--- src/rtl/alu_pkg.sv ---
// alu_pkg: shared ALU operation codes, func codes, alu_op encodings,
// sequencer state type and the alu_op/func decode function.
package alu_pkg;

  localparam logic [3:0] OP_AND = 4'b0000;
  localparam logic [3:0] OP_OR  = 4'b0001;
  localparam logic [3:0] OP_ADD = 4'b0010;
  localparam logic [3:0] OP_LS  = 4'b0011;
  localparam logic [3:0] OP_SRS = 4'b0100;
  localparam logic [3:0] OP_URS = 4'b0101;
  localparam logic [3:0] OP_SUB = 4'b0110;
  localparam logic [3:0] OP_SLT = 4'b0111;
  localparam logic [3:0] OP_ROR = 4'b1000;
  localparam logic [3:0] OP_ROL = 4'b1001;
  localparam logic [3:0] OP_NOP = 4'b1111;

  localparam logic [5:0] FN_ADD = 6'b000000;
  localparam logic [5:0] FN_SUB = 6'b000010;
  localparam logic [5:0] FN_AND = 6'b000100;
  localparam logic [5:0] FN_OR  = 6'b000101;
  localparam logic [5:0] FN_SLT = 6'b001010;
  localparam logic [5:0] FN_LS  = 6'b111101;
  localparam logic [5:0] FN_SRS = 6'b111010;
  localparam logic [5:0] FN_URS = 6'b111001;
  localparam logic [5:0] FN_ROR = 6'b111011;
  localparam logic [5:0] FN_ROL = 6'b111110;

  localparam logic [1:0] ALUOP_MEM   = 2'b00;
  localparam logic [1:0] ALUOP_BR    = 2'b01;
  localparam logic [1:0] ALUOP_RTYPE = 2'b10;
  localparam logic [1:0] ALUOP_RSVD  = 2'b11;

  typedef enum logic [1:0] {
    ST_IDLE   = 2'd0,
    ST_ISSUE  = 2'd1,
    ST_REPEAT = 2'd2
  } state_t;

  typedef struct packed {
    logic [3:0] operation;
    logic       is_shift;
    logic       is_illegal;
  } dec_t;

  // Illegal encodings report ADD so the caller only has to override when trapping.
  function automatic dec_t alu_decode(input logic [1:0] alu_op, input logic [5:0] func);
    dec_t d;
    d.operation  = OP_ADD;
    d.is_shift   = 1'b0;
    d.is_illegal = 1'b0;
    case (alu_op)
      ALUOP_MEM: d.operation = OP_ADD;
      ALUOP_BR:  d.operation = OP_SUB;
      ALUOP_RTYPE: begin
        case (func)
          FN_ADD: d.operation = OP_ADD;
          FN_SUB: d.operation = OP_SUB;
          FN_AND: d.operation = OP_AND;
          FN_OR:  d.operation = OP_OR;
          FN_SLT: d.operation = OP_SLT;
          FN_LS:  begin d.operation = OP_LS;  d.is_shift = 1'b1; end
          FN_SRS: begin d.operation = OP_SRS; d.is_shift = 1'b1; end
          FN_URS: begin d.operation = OP_URS; d.is_shift = 1'b1; end
          FN_ROR: begin d.operation = OP_ROR; d.is_shift = 1'b1; end
          FN_ROL: begin d.operation = OP_ROL; d.is_shift = 1'b1; end
          default: d.is_illegal = 1'b1;
        endcase
      end
      ALUOP_RSVD: d.is_illegal = 1'b1;
      default:    d.is_illegal = 1'b1;
    endcase
    return d;
  endfunction

endpackage

--- src/rtl/alu_func_decode.sv ---
// alu_func_decode: stateless alu_op/func decoder feeding the sequencer input stage.
module alu_func_decode #(
  parameter int FUNC_W = 6
) (
  input  logic [1:0]        alu_op,
  input  logic [FUNC_W-1:0] func,
  output logic [3:0]        operation,
  output logic              is_shift,
  output logic              is_illegal
);
  import alu_pkg::*;

  logic [5:0] func6;
  logic       hi_nz;
  dec_t       dec;

  // Decode; any set bit above the 6-bit func field makes an R-type illegal.
  always_comb begin
    func6 = 6'(func);
    hi_nz = ((func >> 6) != '0);
    dec   = alu_decode(alu_op, func6);
    if (hi_nz && (alu_op == ALUOP_RTYPE)) begin
      dec.operation  = OP_ADD;
      dec.is_shift   = 1'b0;
      dec.is_illegal = 1'b1;
    end
    operation  = dec.operation;
    is_shift   = dec.is_shift;
    is_illegal = dec.is_illegal;
  end

endmodule

--- src/rtl/alu_op_sequencer.sv ---
// alu_op_sequencer: registered, handshaked ALU control. Accepts one decoded
// instruction per transfer and issues one beat per micro-op; shifts/rotates by
// N issue N single-bit beats. Optional illegal-instruction trapping is enabled
// with the macro ALU_OP_SEQ_ILLEGAL_TRAP_EN (default: illegal decodes to ADD).
module alu_op_sequencer #(
  parameter int DATA_W  = 8,
  parameter int SHAMT_W = $clog2(DATA_W),
  parameter int FUNC_W  = 6
) (
  input  logic               clk,
  input  logic               rst_n,
  input  logic               in_valid,
  output logic               in_ready,
  input  logic [1:0]         alu_op,
  input  logic [FUNC_W-1:0]  func,
  input  logic [SHAMT_W-1:0] shamt,
  output logic               op_valid,
  input  logic               op_ready,
  output logic [3:0]         operation,
  output logic               last,
  output logic [SHAMT_W-1:0] beat_idx,
  output logic               illegal,
  output logic               illegal_sticky
);
  import alu_pkg::*;

  state_t             state_q, state_d;
  logic [3:0]         operation_q, operation_d;
  logic               last_q, last_d;
  logic [SHAMT_W-1:0] beat_idx_q, beat_idx_d;
  logic [SHAMT_W-1:0] last_idx_q, last_idx_d;
  logic               illegal_q, illegal_d;
  logic               sticky_q, sticky_d;

  logic [3:0]         dec_op;
  logic               dec_shift;
  logic               dec_illegal;

  logic [3:0]         ld_op;
  logic               ld_single;
  logic [SHAMT_W-1:0] ld_last_idx;
  logic               ld_ill;
  logic               load;

  logic               accept;
  logic               beat_xfer;

  alu_func_decode #(.FUNC_W(FUNC_W)) u_dec (
    .alu_op     (alu_op),
    .func       (func),
    .operation  (dec_op),
    .is_shift   (dec_shift),
    .is_illegal (dec_illegal)
  );

  assign op_valid  = (state_q != ST_IDLE);
  assign in_ready  = !op_valid || (op_ready && last_q);
  assign accept    = in_valid && in_ready;
  assign beat_xfer = op_valid && op_ready;

  // Shape the decoded instruction into its first beat and beat count.
  always_comb begin
    ld_op       = dec_op;
    ld_single   = 1'b1;
    ld_last_idx = '0;
    ld_ill      = 1'b0;
    if (dec_illegal) begin
`ifdef ALU_OP_SEQ_ILLEGAL_TRAP_EN
      ld_op  = OP_NOP;
      ld_ill = 1'b1;
`else
      ld_op  = OP_ADD;
`endif
    end else if (dec_shift) begin
      if (shamt == '0) begin
        ld_op = OP_NOP;
      end else begin
        ld_single   = (shamt == SHAMT_W'(1));
        ld_last_idx = shamt - SHAMT_W'(1);
      end
    end
  end

  // Next-state and beat-output logic; a new instruction loads only on accept.
  always_comb begin
    state_d     = state_q;
    operation_d = operation_q;
    last_d      = last_q;
    beat_idx_d  = beat_idx_q;
    last_idx_d  = last_idx_q;
    illegal_d   = illegal_q;
    sticky_d    = sticky_q;
    load        = 1'b0;

    case (state_q)
      ST_IDLE: begin
        if (accept) load = 1'b1;
      end
      ST_ISSUE: begin
        if (beat_xfer) begin
          if (accept) begin
            load = 1'b1;
          end else begin
            state_d     = ST_IDLE;
            operation_d = OP_NOP;
            last_d      = 1'b0;
            beat_idx_d  = '0;
            illegal_d   = 1'b0;
          end
        end
      end
      ST_REPEAT: begin
        if (beat_xfer) begin
          beat_idx_d = beat_idx_q + SHAMT_W'(1);
          if (beat_idx_q == (last_idx_q - SHAMT_W'(1))) begin
            state_d = ST_ISSUE;
            last_d  = 1'b1;
          end
        end
      end
      default: state_d = ST_IDLE;
    endcase

    if (load) begin
      state_d     = ld_single ? ST_ISSUE : ST_REPEAT;
      operation_d = ld_op;
      last_d      = ld_single;
      beat_idx_d  = '0;
      last_idx_d  = ld_last_idx;
      illegal_d   = ld_ill;
    end

`ifdef ALU_OP_SEQ_ILLEGAL_TRAP_EN
    if (accept && dec_illegal) sticky_d = 1'b1;
`endif
  end

  // State and output registers; reset discards any in-flight instruction.
  always_ff @(posedge clk) begin
    if (!rst_n) begin
      state_q     <= ST_IDLE;
      operation_q <= OP_NOP;
      last_q      <= 1'b0;
      beat_idx_q  <= '0;
      last_idx_q  <= '0;
      illegal_q   <= 1'b0;
      sticky_q    <= 1'b0;
    end else begin
      state_q     <= state_d;
      operation_q <= operation_d;
      last_q      <= last_d;
      beat_idx_q  <= beat_idx_d;
      last_idx_q  <= last_idx_d;
      illegal_q   <= illegal_d;
      sticky_q    <= sticky_d;
    end
  end

  assign operation      = operation_q;
  assign last           = last_q;
  assign beat_idx       = beat_idx_q;
  assign illegal        = illegal_q;
  assign illegal_sticky = sticky_q;

endmodule

--- config.mk ---
export PLATFORM = sky130hd
export DESIGN_NAME = alu_op_sequencer
export DESIGN_NICKNAME = d
export VERILOG_FILES = /design/src/rtl/alu_pkg.sv /design/src/rtl/alu_func_decode.sv /design/src/rtl/alu_op_sequencer.sv
export SDC_FILE = /design/constraint.sdc
export NUM_CORES = 1
export LEC_CHECK = 0
export BUFFER_PORTS_ARGS = -buffer_cell sky130_fd_sc_hd__buf_2
export CAP_MARGIN = 30
export CORE_MARGIN = 3
export CORE_UTILIZATION = 50
export DETAILED_ROUTE_END_ITERATION = 8
export GPL_TIMING_DRIVEN = 0
export PLACE_DENSITY = 0.84
export SYNTH_ARGS = -nofsm -noshare
export SYNTH_HDL_FRONTEND = slang
export SYNTH_SLANG_ARGS = --single-unit
--- constraint.sdc ---
create_clock -name clk -period 3.5 [get_ports clk]
set_input_delay 0.525 -clock clk [delete_from_list [all_inputs] [get_ports clk]]
set_output_delay 0.525 -clock clk [all_outputs]
set_load 0.02 [all_outputs]
==> metrics.csv, run 1 <==
stage;metric;value;unit
outcome;status;finished, final reports clean;
route;num_vias;1035;
clock_tree;cts_max_level;1;
worst_hold_path;hold_path_class;input pin to flop;
power;p_per_area;278.6;nW/µm²
worst_setup_path;critPathCapture;operation[0];
clock_tree;cts_tree;yes;
placement;dp_cells;183;
worst_setup_path;crit_path_end_kind;flop;
global_routing;antenna_found_initial;0;
floorplanning;start_util;53.63;%
worst_setup_path;reg2reg_depth;5;
clock_tree;clk_pin_slew;0.07;ns
timing;hold_viol_final;0;
yosys;avgSynthCellArea;8.011;µm²
yosys;synth_top_cell_area_share;24.24;%
timing;setup_ws;1.669;ns
yosys;synth-edff-count;0;
global_routing;grt_max_degree;11;
worst_setup_path;timing.rr.start;state_q[1];
route;drt-pass1-iter-count;4;
power;vdd_drop_max;0.1181;mV
cells_and_area;final_layout_size_suffix_gt1_share;23.75;%
clock_tree;clock-root-buffer;clkbuf_4;
yosys;synthTopCellsByArea;dfxtp_1 24%, ha_1 8.2%, o21ai_0 6.1%;
timing;max_freq;546.3;MHz
floorplanning;num_rows;16;
yosys;ys_seq_area_share;24.24;%
timing;fin_crit;1.831;ns
yosys;synthCells;134;
route;drcViolationCount;0;
global_routing;grt_pass1_wl;3939;µm
placement;hpwlAfterDp;1912;µm
timing;rsz0062_at_grt;false;
placement;gp_congestion;0.8388;
route;viasPerCell;5.535;
global_routing;grt_usage;18.61;%
clock_tree;ctsLongestPathBuffers;2;
worst_setup_path;r2r_end;operation[0];
placement;place_ws;1.410;ns
worst_setup_path;required;3.71;ns
cells_and_area;final_cells;187;
cells_and_area;diodes;0;
worst_setup_path;critPathKind;input pin to flop;
cells_and_area;nets;183;
worst_setup_path;critPathLaunch;func[3];
clock_tree;clock-sinks;13;
route;drt-initial-drc-count;22;
cells_and_area;syn2layout_area_growth;15.73;%
job;cap_violations;0;
clock_tree;cts-hold-fix-buffers;0;
yosys;syn-cell-area;1074;µm²
floorplanning;pin_count;27;
power;power;346.1;µW
route;ant_nets;0;
timing;tightest_slew;0.5183;ns
timing;maxSlewViolCount;0;
worst_setup_path;reg2reg_slack;1.81;ns
yosys;async_flop_share;0;%
power;cellLeakagePower;0.5698;nW
timing;fin_crit_sh;52.30;%
clock_tree;cts_made_buffers;3;
timing;fin_tns_setup;0;ns
timing;setup_viol;0;
worst_setup_path;critPathMaxFanout;6;
floorplanning;die_w;52.34;µm
clock_tree;cts_resized;0;
worst_setup_path;startpoint_type;input pin;
clock_tree;post_cts_buffers;0;
global_routing;grt_overflow;0;
yosys;yosysWarnings;0;
placement;io_buffers;21;
floorplanning;core_area;2002;µm²
floorplanning;die_h;52.34;µm
timing;skew;0.008160;ns
clock_tree;insertion_delay;0.27;ns
timing;max-slew-margin-rel;65.15;%
route;drt-total-wl;2394;µm
yosys;synthFlopType;dfxtp_1;
yosys;synth.distinct_cells;44;
route;wire_per_inst;12.80;µm
cells_and_area;fillerInstances;184;
worst_setup_path;critPathArrivalTime;2.04;ns
floorplanning;die_area;2739;µm²
yosys;synth_top_area_cell;dfxtp_1;
yosys;ys_ff_latch;13;
global_routing;grt_pass1_vias;941;
[metal layers]
| metal | part of all wire (%) | global-route usage (%) |
|---|---|---|
| met1 | 41 | 19.79 |
| met2 | 53 | 36.78 |
| met3 | 4.3 | 1.709 |
| met4 | 1.3 | 6.809 |
| met5 | 0 | 0 |
[where the power goes]
part | leakage [nW] | internal, mW | switching, mW | total (mW)
Sequential | 0.106 | 0.155 | 0.00575 | 0.161
Clock | 0.0150 | 0.0441 | 0.0474 | 0.0914
Combinational | 0.449 | 0.0378 | 0.0559 | 0.0937
[cell families (layout without fill, tap and decap cells)]
| kind of cell | Yosys count | count (layout) | share of synthesized area, % |
|---|---|---|---|
| flip-flops | 13 | 13 | 24.24 |
| AO/OA/AOI/OAI | 35 | 35 | 22.03 |
| XOR/XNOR | 4 | 4 | 4.546 |
| other | 1 | 2 | 0.3493 |
| adder cells (fa/ha/maj) | 7 | 7 | 8.158 |
| buffers and inverters | 18 | 43 | 8.507 |
| AND/OR/NAND/NOR | 56 | 56 | 32.17 |
[state kept, by name, summed over array words and instances (netlist names)]
name        count
operation       4
last            1
beat_idx        3
last_idx_q      3
state_q         2
[synth_stat cells (6+ instances only)]
cell type   n
a21oi_1     6
dfxtp_1    13
ha_1        7
inv_1      12
nand2_1    15
nand3_1     6
nor2_1      6
o21ai_0    13
[worst max-delay path: stages]
cell     delay, ns
buf_2         0.13
or4b_1        0.58
a21oi_1       0.17
o31ai_1       0.14
o21ai_0       0.28
o221a_2       0.23
[worst min path at each step]
stage / cells after the start / from / slack (ns) / endpoint
floorplan: 2 / last_idx_q[1] / 0.43 / last_idx_q[1]
global placement: 2 / last_idx_q[1] / 0.44 / last_idx_q[1]
detailed placement: 2 / last_idx_q[1] / 0.46 / last_idx_q[1]
CTS: 2 / shamt[0] / 0.47 / last_idx_q[0]
global route: 2 / shamt[0] / 0.48 / last_idx_q[0]
finish: 2 / shamt[0] / 0.47 / last_idx_q[0]
[stage by stage]
step	hold slack (ns)	util, %	cell area [µm²]
3_5_place_dp	0.4572	60.75	1216
3_3_place_gp	0.4385	60.75	1216
2_1_floorplan	0.4250	-	1077
4_1_cts	0.4719	62.06	1242
5_1_grt	0.4755	62.06	1242
6_report	0.4724	62.06	1242
[cells in the final DEF, fill, tap and decap left out, types with 3 or more instances in the layout]
cell / Yosys / layout
and2_1: 3 / 3
nand3b_1: 3 / 3
dfxtp_1: 13 / 13
buf_2: 0 / 21
nand3_1: 6 / 6
o21ai_0: 13 / 13
nand4b_1: 3 / 3
inv_1: 12 / 12
nand2b_1: 3 / 3
or2_2: 3 / 3
nor2_1: 6 / 6
a21oi_1: 6 / 6
clkbuf_4: 0 / 3
nand2_1: 15 / 15
xor2_1: 3 / 3
nor2b_1: 3 / 3
ha_1: 7 / 7
[final cells by class]
| class | count | area [µm²] | share of cell area (%) |
|---|---|---|---|
| flip-flops and latches | 13 | 260.3 | 20.95 |
| plain buffers | 6 | 46.29 | 3.726 |
| multi-input cells | 104 | 725.7 | 58.41 |
| inverters | 12 | 45.04 | 3.625 |
| clock buffers | 4 | 26.28 | 2.115 |
| repair buffers | 21 | 105.1 | 8.459 |
| well taps | 27 | 33.78 | 2.719 |
Power figures use the tool's default switching activity.
==> run 2: changes to the inputs <==
Clock period 3.5 ns to 1.8 ns, I/O delays scaled along.
==> run 2 against run 1 <==
Worst setup slack worse by 1.5 ns. Register-to-register slack worse by 1.6 ns. Sequential power is 94% higher. Clock skew hardly changed. Cell count is 0.53% lower.
==> metrics.csv, run 2 (synthesized netlist as in run 1, its figures left out) <==
stage;metric;value;unit
outcome;status;finished, final reports clean;
timing;rsz0062_at_grt;false;
cells_and_area;final_cell_mix;21 x buf_2, 15 x nand2_1, 13 x o21ai_0, 13 x dfxtp_1, 12 x inv_1;
worst_setup_path;critPathArrivalTime;1.76;ns
route;ant_nets;0;
route;drt-initial-drc-count;17;
worst_setup_path;critPathMaxFanout;9;
route;num_vias;1031;
clock_tree;clock-root-buffer;clkbuf_4;
cells_and_area;fin_util;62.00;%
clock_tree;cts_made_buffers;3;
floorplanning;start_util;53.63;%
power;cellLeakagePower;0.5697;nW
global_routing;grt_pass1_vias;941;
cells_and_area;final_common_cell;buf_2;
timing;skew;0.008022;ns
timing;fin_tns_setup;0;ns
floorplanning;die_h;52.34;µm
clock_tree;ctsLongestPathBuffers;2;
worst_setup_path;crit_chain;nand2b_1, a21oi_1, and2_1, nand2_1, o32a_1;
worst_hold_path;hold_path_class;input pin to flop;
cells_and_area;final_layout_size_suffix_gt1_share;24.53;%
timing;fin_crit;1.591;ns
power;p_per_area;541.9;nW/µm²
floorplanning;core_area;2002;µm²
worst_setup_path;reg2reg_depth;5;
timing;maxSlewViolCount;0;
worst_setup_path;max_stage_delay;0.38;ns
global_routing;grt_overflow;0;
route;wire_per_inst;12.86;µm
worst_hold_path;hold_depth;2;
worst_setup_path;critPathSlowestCell;dfxtp_1;
cells_and_area;nets;182;
timing;hold_viol_final;0;
cells_and_area;diodes;0;
worst_setup_path;startpoint_type;flop;
timing;setup_ws;0.2091;ns
global_routing;grt_pass1_wl;3939;µm
worst_setup_path;crit_path_end_kind;flop;
clock_tree;clock-sinks;13;
clock_tree;insertion_delay;0.27;ns
job;cap_violations;0;
timing;max_freq;628.6;MHz
route;drcViolationCount;0;
route;drt-pass1-iter-count;4;
global_routing;antenna_found_initial;0;
power;vdd_drop_max;0.2305;mV
placement;place_ws;-0.03454;ns
placement;hpwlAfterDp;1912;µm
route;drt-total-wl;2392;µm
worst_setup_path;required;1.97;ns
floorplanning;die_area;2739;µm²
timing;tightest_slew;0.5201;ns
timing;max-slew-margin-rel;65.03;%
floorplanning;num_rows;16;
clock_tree;cts_max_level;1;
timing;setup_viol;0;
timing;fin_crit_sh;88.39;%
global_routing;grt_max_degree;11;
clock_tree;cts_tree;yes;
placement;io_buffers;21;
floorplanning;pin_count;27;
route;viasPerCell;5.543;
floorplanning;die_w;52.34;µm
clock_tree;clk_pin_slew;0.08;ns
cells_and_area;syn2layout_area_growth;15.62;%
global_routing;grt_usage;18.61;%
worst_setup_path;critPathKind;flop to flop;
cells_and_area;largest_reg_flops;4;
placement;gp_congestion;0.8388;
==> run 2: changes by cell type in the layout (fill, tap and decap cells not counted) <==
cell	previous run	this run
clkbuf_1	2	1
nor2b_1	3	2
nor2b_2	0	1
==> run 2: what timing repair did <==
item / in CTS / in global routing
setup buffers: 0 / 0
hold endpoints to repair: 0 / 0
setup endpoints to repair: 0 / 2
resized for setup: 0 / 1
hold buffers: 0 / 0
==> run 2: area by class of cell <==
type                    instances  area (µm²)
repair buffers                 21       105.1
inverters                      12       45.04
fillers                       186       760.7
multi-input cells             104       728.2
well taps                      27       33.78
plain buffers                   5       42.54
clock buffers                   4       26.28
flip-flops and latches         13       260.3
==> run 2: final timing paths <==
check / from / end / slack [ns]
max: state_q[1] / operation[1] / 0.21
max reg2reg: state_q[1] / operation[1] / 0.21
min reg2reg: last_idx_q[1] / last_idx_q[1] / 0.48
min: shamt[0] / last_idx_q[0] / 0.22
==> run 2: metal layers <==
| metal | global-route usage, % | share of wire [%] | vias up |
|---|---|---|---|
| met2 | 36.78 | 54 | 21 |
| met3 | 1.709 | 3.8 | 2 |
| li1 | - | - | 526 |
| met4 | 6.809 | 0.88 | 0 |
| met1 | 19.79 | 41 | 482 |
| met5 | 0 | 0 | - |
==> run 2: stage by stage <==
stage                     area [µm²]  power, mW  hold slack, ns  instances
final                           1241     0.6726          0.2182        186
after global routing            1241     0.7111          0.2205        186
after CTS                       1242     0.6762          0.2169        187
after detailed placement        1216     0.5007          0.4572        183
after global placement          1216     0.4918          0.4385        183
after floorplan                 1077     0.4394          0.3702        135
==> run 2: critical path, delay by kind of cell, from the launching register on <==
| family | cells | cell delay (ns) |
|---|---|---|
| DFF | 1 | 0.38 |
| AOI/OAI and AO/OA | 2 | 0.52 |
| and+or+nand+nor | 3 | 0.58 |
==> run 2: power by group <==
group          switching, mW  internal (mW)
sequential            0.0113          0.302
clock                 0.0917         0.0856
combinational          0.109         0.0735
total                  0.212          0.461
